==> src/rtl/i2c_seq_pkg.sv <==
// Shared types for the I2C command sequencer: FSM state encoding,
// init-table entry layout and the response watchdog limit.
package i2c_seq_pkg;

    typedef enum logic [3:0] {
        ST_IDLE            = 4'd0,
        ST_STARTUP         = 4'd1,
        ST_INIT_ISSUE      = 4'd2,
        ST_INIT_WAIT       = 4'd3,
        ST_POLL_ISSUE      = 4'd4,
        ST_POLL_WAIT       = 4'd5,
        ST_POLL_WAIT_TIMER = 4'd6,
        ST_ERROR           = 4'd7
    } seq_state_t;

    typedef struct packed {
        logic [7:0] reg_addr;
        logic [7:0] data;
    } init_entry_t;

    // Cycles without a response before a transaction counts as NACKed
    localparam logic [15:0] WATCHDOG_MAX = 16'hFFFF;

endpackage

==> src/rtl/i2c_init_rom.sv <==
// Device configuration table replayed once after start-up.
// Entries past the populated range read back as zero.
module i2c_init_rom
    import i2c_seq_pkg::*;
(
    input  logic [3:0]  idx,
    output init_entry_t entry
);

    // Combinational table lookup
    always_comb begin
        entry = '{reg_addr: 8'h00, data: 8'h00};
        case (idx)
            4'd0:    entry = '{reg_addr: 8'h1E, data: 8'h00}; // soft reset
            4'd1:    entry = '{reg_addr: 8'h0C, data: 8'h10}; // power-down control
            4'd2:    entry = '{reg_addr: 8'h0E, data: 8'h42}; // audio interface format
            4'd3:    entry = '{reg_addr: 8'h10, data: 8'h00}; // sampling control
            4'd4:    entry = '{reg_addr: 8'h08, data: 8'h12}; // analog path
            4'd5:    entry = '{reg_addr: 8'h0A, data: 8'h00}; // digital path
            4'd6:    entry = '{reg_addr: 8'h12, data: 8'h01}; // activate interface
            4'd7:    entry = '{reg_addr: 8'h00, data: 8'h17}; // line-in level
            default: entry = '{reg_addr: 8'h00, data: 8'h00};
        endcase
    end

endmodule

==> src/rtl/i2c_cmd_sequencer.sv <==
// I2C command sequencer: replays the init table to the I2C master after a
// start-up delay, then polls one device register periodically, retrying
// NACKed transactions up to MAX_RETRY times before locking in ERROR.
// Optional build macro I2C_SEQ_TIMEOUT_EN adds a response watchdog that
// turns a silent master into a NACK.
module i2c_cmd_sequencer
    import i2c_seq_pkg::*;
#(
    parameter logic [6:0] DEV_ADDR      = 7'h1A,
    parameter int         INIT_LEN      = 4,
    parameter logic [7:0] POLL_REG      = 8'h00,
    parameter int         POLL_PERIOD   = 1000,
    parameter int         STARTUP_DELAY = 100,
    parameter int         MAX_RETRY     = 3
) (
    input  logic       clk,
    input  logic       reset,
    input  logic       enable,
    output logic       cmd_valid,
    input  logic       cmd_ready,
    output logic       cmd_write,
    output logic [6:0] cmd_dev_addr,
    output logic [7:0] cmd_reg_addr,
    output logic [7:0] cmd_wdata,
    input  logic       rsp_valid,
    input  logic       rsp_ack,
    input  logic [7:0] rsp_rdata,
    output logic [7:0] read_byte,
    output logic       read_valid,
    output logic       init_done,
    output logic       error,
    output logic [3:0] state_info
);

    localparam int CNT_MAX = (STARTUP_DELAY > POLL_PERIOD) ? STARTUP_DELAY : POLL_PERIOD;
    localparam int CW      = (CNT_MAX < 2) ? 1 : $clog2(CNT_MAX);
    localparam int RW      = (MAX_RETRY < 1) ? 1 : $clog2(MAX_RETRY + 1);

    localparam logic [CW-1:0] STARTUP_LAST = CW'(STARTUP_DELAY - 1);
    localparam logic [CW-1:0] POLL_LAST    = CW'(POLL_PERIOD - 1);
    localparam logic [RW-1:0] RETRY_LIMIT  = RW'(MAX_RETRY);
    localparam logic [3:0]    INIT_LAST    = 4'(INIT_LEN - 1);

    seq_state_t    state, next_state;
    logic [CW-1:0] cnt;
    logic [3:0]    idx;
    logic [RW-1:0] retry;
    init_entry_t   init_entry;
    logic          in_wait;
    logic          timeout;
    logic          rsp_ok;
    logic          rsp_bad;
    logic          can_retry;

    i2c_init_rom u_rom (
        .idx   (idx),
        .entry (init_entry)
    );

    assign in_wait   = (state == ST_INIT_WAIT) || (state == ST_POLL_WAIT);
    // A real response always takes precedence over a watchdog expiry
    assign rsp_ok    = in_wait && rsp_valid && rsp_ack;
    assign rsp_bad   = in_wait && (rsp_valid ? !rsp_ack : timeout);
    assign can_retry = (retry < RETRY_LIMIT);

`ifdef I2C_SEQ_TIMEOUT_EN
    logic [15:0] wd_cnt;

    // Watchdog restarts on every state entry and only advances while waiting
    always_ff @(posedge clk) begin
        if (reset || (next_state != state) || !in_wait) begin
            wd_cnt <= '0;
        end else begin
            wd_cnt <= wd_cnt + 16'd1;
        end
    end

    assign timeout = in_wait && (wd_cnt == WATCHDOG_MAX - 16'd1);
`else
    assign timeout = 1'b0;
`endif

    assign cmd_dev_addr = DEV_ADDR;
    assign error        = (state == ST_ERROR);
    assign state_info   = state;

    // Next-state decode and command outputs, all derived from the current state
    always_comb begin
        next_state   = state;
        cmd_valid    = 1'b0;
        cmd_write    = 1'b0;
        cmd_reg_addr = 8'h00;
        cmd_wdata    = 8'h00;
        case (state)
            ST_IDLE: begin
                if (enable) next_state = ST_STARTUP;
            end
            ST_STARTUP: begin
                if (cnt == STARTUP_LAST) begin
                    next_state = init_done ? ST_POLL_ISSUE : ST_INIT_ISSUE;
                end
            end
            ST_INIT_ISSUE: begin
                cmd_valid    = 1'b1;
                cmd_write    = 1'b1;
                cmd_reg_addr = init_entry.reg_addr;
                cmd_wdata    = init_entry.data;
                if (cmd_ready) next_state = ST_INIT_WAIT;
            end
            ST_INIT_WAIT: begin
                if (rsp_ok) begin
                    if (!enable)               next_state = ST_IDLE;
                    else if (idx == INIT_LAST) next_state = ST_POLL_WAIT_TIMER;
                    else                       next_state = ST_INIT_ISSUE;
                end else if (rsp_bad) begin
                    next_state = can_retry ? ST_INIT_ISSUE : ST_ERROR;
                end
            end
            ST_POLL_ISSUE: begin
                cmd_valid    = 1'b1;
                cmd_reg_addr = POLL_REG;
                if (cmd_ready) next_state = ST_POLL_WAIT;
            end
            ST_POLL_WAIT: begin
                if (rsp_ok) begin
                    next_state = enable ? ST_POLL_WAIT_TIMER : ST_IDLE;
                end else if (rsp_bad) begin
                    next_state = can_retry ? ST_POLL_ISSUE : ST_ERROR;
                end
            end
            ST_POLL_WAIT_TIMER: begin
                if (!enable)               next_state = ST_IDLE;
                else if (cnt == POLL_LAST) next_state = ST_POLL_ISSUE;
            end
            ST_ERROR: begin
                next_state = ST_ERROR;
            end
            default: begin
                next_state = ST_IDLE;
            end
        endcase
    end

    // State register, delay counter, table index and retry count
    always_ff @(posedge clk) begin
        if (reset) begin
            state <= ST_IDLE;
            cnt   <= '0;
            idx   <= '0;
            retry <= '0;
        end else begin
            state <= next_state;
            // Counter restarts on every state change, so it never wraps
            if (next_state != state) begin
                cnt <= '0;
            end else if ((state == ST_STARTUP) || (state == ST_POLL_WAIT_TIMER)) begin
                cnt <= cnt + CW'(1);
            end
            if (rsp_ok) begin
                retry <= '0;
            end else if (rsp_bad && can_retry) begin
                retry <= retry + RW'(1);
            end
            if (rsp_ok && (state == ST_INIT_WAIT)) begin
                idx <= idx + 4'd1;
            end
        end
    end

    // Sticky init flag and the latest poll result
    always_ff @(posedge clk) begin
        if (reset) begin
            init_done  <= 1'b0;
            read_byte  <= 8'h00;
            read_valid <= 1'b0;
        end else begin
            read_valid <= 1'b0;
            if (rsp_ok && (state == ST_INIT_WAIT) && (idx == INIT_LAST)) begin
                init_done <= 1'b1;
            end
            if (rsp_ok && (state == ST_POLL_WAIT)) begin
                read_byte  <= rsp_rdata;
                read_valid <= 1'b1;
            end
        end
    end

endmodule

==> config.mk <==
export PLATFORM = sky130hd
export DESIGN_NAME = i2c_cmd_sequencer
export DESIGN_NICKNAME = d
export VERILOG_FILES = /design/src/rtl/i2c_seq_pkg.sv /design/src/rtl/i2c_init_rom.sv /design/src/rtl/i2c_cmd_sequencer.sv
export SDC_FILE = /design/constraint.sdc
export NUM_CORES = 1
export LEC_CHECK = 0
export CAP_MARGIN = 25
export CORE_MARGIN = 4
export CORE_UTILIZATION = 30
export CTS_CLUSTER_DIAMETER = 100
export DETAILED_ROUTE_END_ITERATION = 7
export DONT_BUFFER_PORTS = 1
export GPL_TIMING_DRIVEN = 1
export PLACE_DENSITY = 0.42
export SETUP_SLACK_MARGIN = 0.02
export SKIP_CTS_REPAIR_TIMING = 1
export SLEW_MARGIN = 15
export SYNTH_ARGS = -nofsm -noshare
export SYNTH_HDL_FRONTEND = slang
export SYNTH_SLANG_ARGS = --single-unit
==> constraint.sdc <==
create_clock -name clk -period 2.7 [get_ports clk]
set_clock_uncertainty 0.05 [all_clocks]
set_input_delay 0.405 -clock clk [delete_from_list [all_inputs] [get_ports clk]]
set_output_delay 0.405 -clock clk [all_outputs]
set_load 0.05 [all_outputs]
==> flow_summary.json <==
{
  "crit_fanout": 11,
  "viasPerCell": 4.65,
  "syn-cell-area_mm2": 0.00218,
  "finalSetupViolCount": 0,
  "crit_path_cell_trace": "buf_4 > nand2b_1 > nor4_1 > buf_4 > and2_1 > buf_12",
  "maxSlewHeadroom": 0.568,
  "maxSlewViolCount": 0,
  "clk_pin_slew_ns": 0.09,
  "drc": 0,
  "grt_util_all_layers": 0.124,
  "crit_buf_inv": 3,
  "dr.pass1.iters": 4,
  "outcome": "finished, final reports clean",
  "layout-drive-gt1-share": 0.156,
  "synth.most_common_cell": "dfxtp_1",
  "whs_endpoint": "read_byte[0]",
  "synth_edf_count": 0,
  "criticalPathCategory": "flip-flop to output pin",
  "grt_pass1_vias": 1700,
  "max_stage_delay_ns": 0.49,
  "areaGrowthSynthToFinish_pct": 17.4,
  "rows": 30,
  "finalHoldViolations": 0,
  "rsz0062_at_grt": "no",
  "power_density_mw_per_mm2": 461,
  "wire_per_inst_um": 13.7,
  "ys_seq_elements": 39,
  "layout.nets": 276,
  "crit_slowest_cell": "dfxtp_1",
  "finalCritPeriodShare": 0.933,
  "port_buffers": 0,
  "core_area_mm2": 0.00691,
  "crit_path_start_kind": "flip-flop",
  "wirelength_um": 4810,
  "irDropWorstVdd_mv": 0.210,
  "utilization": 0.370,
  "hp-start": "reset",
  "gp_congestion": 0.715,
  "clkLatencyLatePin_ns": 0.30,
  "yosysWarnings": 0,
  "critPathTopFamily": "buffers and inverters",
  "worst_setup_path_end_kind": "output pin",
  "synth.distinct_cells": 49,
  "cts_root_buffer": "clkbuf_8",
  "initial_utilization": 0.315,
  "period_needed_ns": 2.52,
  "dp_hpwl_um": 3440,
  "synth_top_area_share": 0.359,
  "cp_data_required_time_ns": 2.25,
  "r2r-start": "state_info[1]",
  "r2r_cells": 6,
  "ys_seq_area_frac": 0.359,
  "max_freq_mhz": 397,
  "cp.arrival_ns": 2.06,
  "postSynthCellCount": 241,
  "clock_path_buffers": 2,
  "ys.flop_type": "dfxtp_1",
  "grt_pass1_wl_um": 8480,
  "pin_count": 54,
  "synth.area.top_cells": "dfxtp_1, mux2i_1, buf_4, nor2_1, ha_1",
  "htreeDepth": 2,
  "yosys-top-cells-count": "dfxtp_1, nor2_1, nand2_1",
  "drtIter0Drc": 36,
  "fill_cells": 745,
  "clock-sinks": 39,
  "leakagePower_nw": 0.976,
  "overflow": 0,
  "setup_tns_ns": 0,
  "grt_max_degree": 25,
  "synthArstFlopShare": 0,
  "drv_cap": 0,
  "cts_tree": "built",
  "ant_nets": 0,
  "cts-buffers-inserted": 5,
  "syn_avg_cell_area_um2": 9.03,
  "crit_top_cell": "buf_4",
  "rrSetupSlack_ns": 0.32,
  "antenna_found_initial": 0,
  "diodes": 0,
  "chipWidth_um": 93.2,
  "tightestPinTransition_ns": 0.647,
  "min-delay-path-class": "primary input to flip-flop",
  "worstHoldPathCells": 1,
  "synth_top_area_cell": "dfxtp_1",
  "routed-via-count": 1638,
  "die_area_mm2": 0.00868,
  "fp.dieH_um": 93.2
}
## how the worst max path moves through the flow
stage                        from      endpoint  slack (ns)  cells after the start
floorplan           state_info[0]     flip-flop        0.13                      7
global placement    state_info[1]     flip-flop        0.37                      6
detailed placement  state_info[1]     flip-flop        0.32                      6
CTS                 state_info[1]  cmd_wdata[6]        0.16                      6
global route        state_info[1]  cmd_wdata[6]        0.03                      6
finish              state_info[1]  cmd_wdata[6]        0.18                      6
## metal layers
metal,global-route usage,up-vias,wire length [µm]
li1,-,825,-
met1,0.160,765,2260
met2,0.195,41,2170
met3,0.0386,7,297
met4,0.0440,0,76
met5,0,-,0
## layout by cell type, fill, tap and decap left out, types with 2 or more instances in the layout
master,instances
and4bb_1,2
nor3_2,5
dfxtp_1,39
a21oi_1,6
nand4_1,5
nor2b_1,3
and4_1,2
buf_12,9
nor2_1,25
mux2_1,2
nor3_1,11
nor4b_2,2
nand2b_1,4
and2_1,12
conb_1,15
inv_1,9
ha_1,7
a311oi_1,2
nand2_1,18
and3_1,2
xnor2_1,9
mux2i_1,12
nor4_1,4
clkbuf_8,5
o21ai_0,2
buf_4,9
xor2_1,5
nand3_1,7
## stage by stage
step	hold slack (ns)	cell area, µm²	setup slack (ns)	total power [mW]	instances
after CTS	0.102	2550	0.155	1.19	352
after floorplan	0.386	2220	0.129	0.691	254
after detailed placement	0.401	2440	0.319	0.678	344
after global routing	0.0939	2550	0.0279	1.22	352
final	0.110	2550	0.181	1.18	352
after global placement	0.391	2440	0.369	0.679	344
## cell type report
type / count / area (µm²) / share of cell area
Clock buffer: 5 / 68.8 / 0.0269
Clock inverter: 3 / 46.3 / 0.0181
Inverter: 9 / 33.8 / 0.0132
Multi-Input combinational cell: 182 / 1260 / 0.492
Sequential cell: 39 / 781 / 0.306
Tap cell: 96 / 120 / 0.0470
Timing Repair Buffer: 18 / 248 / 0.0970
## power by group
| group | total (mW) | switching (mW) | internal, mW |
|---|---|---|---|
| Clock | 0.513 | 0.234 | 0.279 |
| Sequential | 0.577 | 0.00115 | 0.576 |
| Combinational | 0.0874 | 0.0737 | 0.0136 |
| Total | 1.18 | 0.309 | 0.868 |
## cell families after synthesis
family                   Yosys count  synth area share
AND/OR/NAND/NOR                  112             0.309
flip-flops                        39             0.359
buffers and inverters             33            0.0903
AO/OA/AOI/OAI                     18            0.0564
XOR/XNOR                          16            0.0765
multiplexers                      14            0.0656
adder cells (fa/ha/maj)            7            0.0403
other                              2           0.00345
No activity file was read; power rests on OpenSTA's default activity.
==> patch 1: new RTL, config.mk and constraints unchanged <==
The option `I2C_SEQ_TIMEOUT_EN` is turned on by a define.
--- a/src/rtl/i2c_cmd_sequencer.sv
+++ b/src/rtl/i2c_cmd_sequencer.sv
@@ -4,4 +4,6 @@
 // Optional build macro I2C_SEQ_TIMEOUT_EN adds a response watchdog that
 // turns a silent master into a NACK.
+`define I2C_SEQ_TIMEOUT_EN
+
 module i2c_cmd_sequencer
     import i2c_seq_pkg::*;
Behaviour: same outputs for any inputs over 10 cycles, from zero or initial values and one cycle with reset high; that may be too few to reach the edited logic, so the function may still have changed.
==> patch 1 against the original RTL <==
- synthesized area is 34% higher
- setup slack better by 110 ps
- combinational power is 9.6% higher
- die area is 31% higher
- sequential share of layout area is 2.0 points higher
- total power is 15% higher
- synthesized cell count is 32% higher
- register-to-register slack worse by 30 ps
- sequential cell count is 16 higher
- highest routed layer unchanged
- critical path type is now flop to flop
- critical path depth is 2 higher
- routed wire length is 30% higher
- cell area is 32% higher
==> patch 1: results (changes against the original RTL) <==
GRT Total Usage: 0.115 (-0.00918)
post-synth cell types: 48 (-2.0%)
synth warn: 0 (unchanged)
final net count: 362 (+31%)
pre-CTS setup slack: 300 ps (-18.3 ps)
layout cells sized above 1: 0.194 (+0.0379)
static leakage power: 0.00123 uW (+26%)
total number of vias: 2184 (+33%)
Synth Area in Compound Gates: 0.0734 (+0.0171)
maximum VDD drop: 0.184 mV (-12%)
register area share after synthesis: 0.378 (+0.0190)
Clock Latency Late Sink: 310 ps
final wirelength: 6.24 mm (+30%)
pin slew with the least headroom to its limit: 669 ps (+21.8 ps)
DPL Wire Length: 4.62 mm (+34%)
arrival time at the worst endpoint: 2590 ps (+530 ps)
post-synthesis mux area share: 0.0447 (-0.0209)
most common library cells after synthesis: dfxtp_1, nor2_1, nor3_2
drt initial violations: 73 (+100%)
status: finished clean
clock root cell: clkbuf_8
largest net degree at the start of global routing: 28 (+12%)
met1 usage: 0.153 (-0.00765)
crit-path max FO: 26 (+15)
flip-flop and latch count after synthesis: 55 (+41%)
met2 Use GR: 0.181 (-0.0135)
patch 1: changes by cell type after synthesis, moves of 3 or more:
cell,unedited run,this run
clkbuf_1,3,6
dfxtp_1,39,55
a211oi_1,0,3
nor2_1,25,29
nor3_2,3,20
a21oi_1,6,0
nor3_1,13,19
xor2_1,5,19
o21ai_0,2,8
nand3_1,7,12
nand4_1,5,9
patch 1: path summary, 6_finish.rpt:
path         depth (start not counted)      from  slack, ps             to
max                                  8    cnt[0]        290      wd_cnt[8]
min                                  1     reset        110  state_info[1]
max reg2reg                          8    cnt[0]        290      wd_cnt[8]
min reg2reg                          2  retry[1]        480       retry[1]
patch 1: final cells by class:
class                   count  area, um^2
clock inverters             2        12.5
well taps                 129         161
flip-flops and latches     55        1100
repair buffers             27         328
multi-input cells         242        1680
inverters                   8        30.0
clock buffers               6        72.6
fillers                   967        5940
patch 1: power groups by stage:
| stage | clock [uW] | sequential, uW | combinational, uW |
|---|---|---|---|
| 5_1_grt | 503 | 814 | 102 |
| 2_1_floorplan | 0 | 837 | 96.7 |
| 3_5_place_dp | 0 | 832 | 95.6 |
| 4_1_cts | 483 | 813 | 95.9 |
| 6_report | 447 | 813 | 95.8 |
| 3_3_place_gp | 0 | 832 | 95.2 |
patch 1: kinds of logic (layout without fill, tap and decap cells):
logic type               Yosys count  count (layout)
flip-flops                        55              55
AO/OA/AOI/OAI                     28              28
other                              2              15
XOR/XNOR                          29              29
buffers and inverters             33              43
adder cells (fa/ha/maj)            9               9
AND/OR/NAND/NOR                  148             148
multiplexers                      13              13
patch 1: per-stage QoR:
step	std cells	cell area (um^2)
after floorplan	330	2960
after global placement	461	3300
after detailed placement	461	3300
after CTS	469	3380
after global routing	469	3380
final	469	3380
patch 1: worst max-delay path, cell delays in order, from the launching register on:
cell      delay, ps
dfxtp_1         380
ha_1            240
nor3b_2         270
nand3_2         140
o2111a_1        320
o41ai_4         400
nand4_4         130
buf_12          200
nor3_1          200
patch 1: per-layer routing:
metal	part of all wire	up-vias
met5	0	-
met4	0.0061	0
met3	0.056	2
met2	0.45	45
met1	0.49	1014
li1	-	1123
==> patch 2: new RTL, config.mk and constraints unchanged <==
Made on the original files. One comparison of `idx` changes from == to >=.
--- a/src/rtl/i2c_cmd_sequencer.sv
+++ b/src/rtl/i2c_cmd_sequencer.sv
@@ -111,5 +111,5 @@
                 if (rsp_ok) begin
                     if (!enable)               next_state = ST_IDLE;
-                    else if (idx == INIT_LAST) next_state = ST_POLL_WAIT_TIMER;
+                    else if (idx >= INIT_LAST) next_state = ST_POLL_WAIT_TIMER;
                     else                       next_state = ST_INIT_ISSUE;
                 end else if (rsp_bad) begin
Behaviour: same outputs for any inputs over 10 cycles, from zero or initial values and one cycle with reset high; that may be too few to reach the edited logic, so the function may still have changed.
==> patch 2 against the original RTL <==
- sequential cell count unchanged
- critical path type unchanged
- routed wire length rose by 5.8%
- global-route usage fell by 0.11 points
- largest power group unchanged
- total power shrank 1.3%
- register-to-register slack lost 50 ps
- synthesized area rose by 0.81%
- setup slack better by 67 ps
- cell area rose by 1.8%
==> patch 2: results (changes against the original RTL) <==
status: finished clean
GP Congestion: 0.750 (+4.8%)
pin slew with the least headroom to its limit: 840 ps (+193 ps)
arrival time at the worst endpoint: 2000 ps (-60 ps)
register area share after synthesis: 0.356 (-0.00287)
crit-path max cell delay: 440 ps (-50 ps)
hold endpoint: idx[1]
largest cells by area after synthesis: dfxtp_1, mux2i_1, buf_4, nor2_1, and2_1
total number of vias: 1715 (+4.7%)
Fin Hold WS: 121 ps (+11.9 ps)
Met1 Routed Length: 2.50 mm (+11%)
static leakage power: 0.000961 uW (-1.6%)
Mapped Avg Cell Area: 9.25 um^2 (+2.5%)
Critical-path top delay cell: or3_1
maximum VDD drop: 0.215 mV (+2.3%)
final wirelength: 5.09 mm (+5.8%)
met1 usage: 0.171 (+0.0100)
worst r2r src: state_info[2]
CP top delay family: simple AND/OR/NAND/NOR gates
DPL Wire Length: 3.76 mm (+9.2%)
met2 Use GR: 0.180 (-0.0151)
Reg2Reg Depth: 10 (+4)
GR Util met3: 0.0322 (-0.00644)
metal2 WL: 2.24 mm (+3.0%)
most common library cells after synthesis: dfxtp_1, nor2_1, buf_4
Post-Place Cells: 341 (-0.87%)
post-synth cell types: 50 (+2.0%)
layout cells sized above 1: 0.182 (+0.0256)
vias per cell: 4.91 (+5.6%)
Routed met3 length: 270 um (-9.1%)
drt initial violations: 47 (+31%)
largest net degree at the start of global routing: 26 (+4.0%)
patch 2: cell types whose count changed in the layout (fill, tap and decap cells not counted), moves of 3 or more:
| cell | unedited run | this run |
|---|---|---|
| xor2_1 | 5 | 9 |
| inv_1 | 9 | 4 |
| nor3_1 | 11 | 3 |
| a2111oi_1 | 0 | 7 |
| nand3_1 | 7 | 3 |
| nand2_1 | 18 | 5 |
| o21ai_0 | 2 | 6 |
| a211oi_1 | 0 | 3 |
| xnor2_1 | 9 | 5 |
| o211ai_1 | 0 | 5 |
| nand2b_1 | 4 | 7 |
| nor3_2 | 5 | 2 |
| mux2_2 | 0 | 4 |
patch 2: where the power goes:
part	switching [uW]	total, uW	internal (uW)
Clock	222	497	275
Combinational	71.7	87.3	15.7
Sequential	1.50	578	576
Total	295	1160	867
patch 2: area by class of cell:
type | instances | area (um^2)
Inverter | 4 | 15.0
Multi-Input combinational cell | 182 | 1310
Timing Repair Buffer | 20 | 263
Tap cell | 96 | 120
Clock inverter | 3 | 43.8
Sequential cell | 39 | 783
Fill cell | 730 | 4340
Clock buffer | 5 | 68.8
patch 2: worst max-delay path by stage:
stage                                  to  cells past startpoint  slack (ps)
after floorplan                      flop                     11          30
after global placement               flop                     10         260
after detailed placement             flop                     10         220
after CTS                 cmd_reg_addr[1]                      5         -30
after global routing                 flop                     10          50
final                        cmd_wdata[4]                      5         250
patch 2: kinds of logic after synthesis:
group / count (synthesis) / synth area share
adder cells (fa/ha/maj): 6 / 0.0342
other: 2 / 0.00342
buffers and inverters: 29 / 0.0804
XOR/XNOR: 14 / 0.0559
AND/OR/NAND/NOR: 89 / 0.245
multiplexers: 16 / 0.0753
AO/OA/AOI/OAI: 42 / 0.150
flip-flops: 39 / 0.356
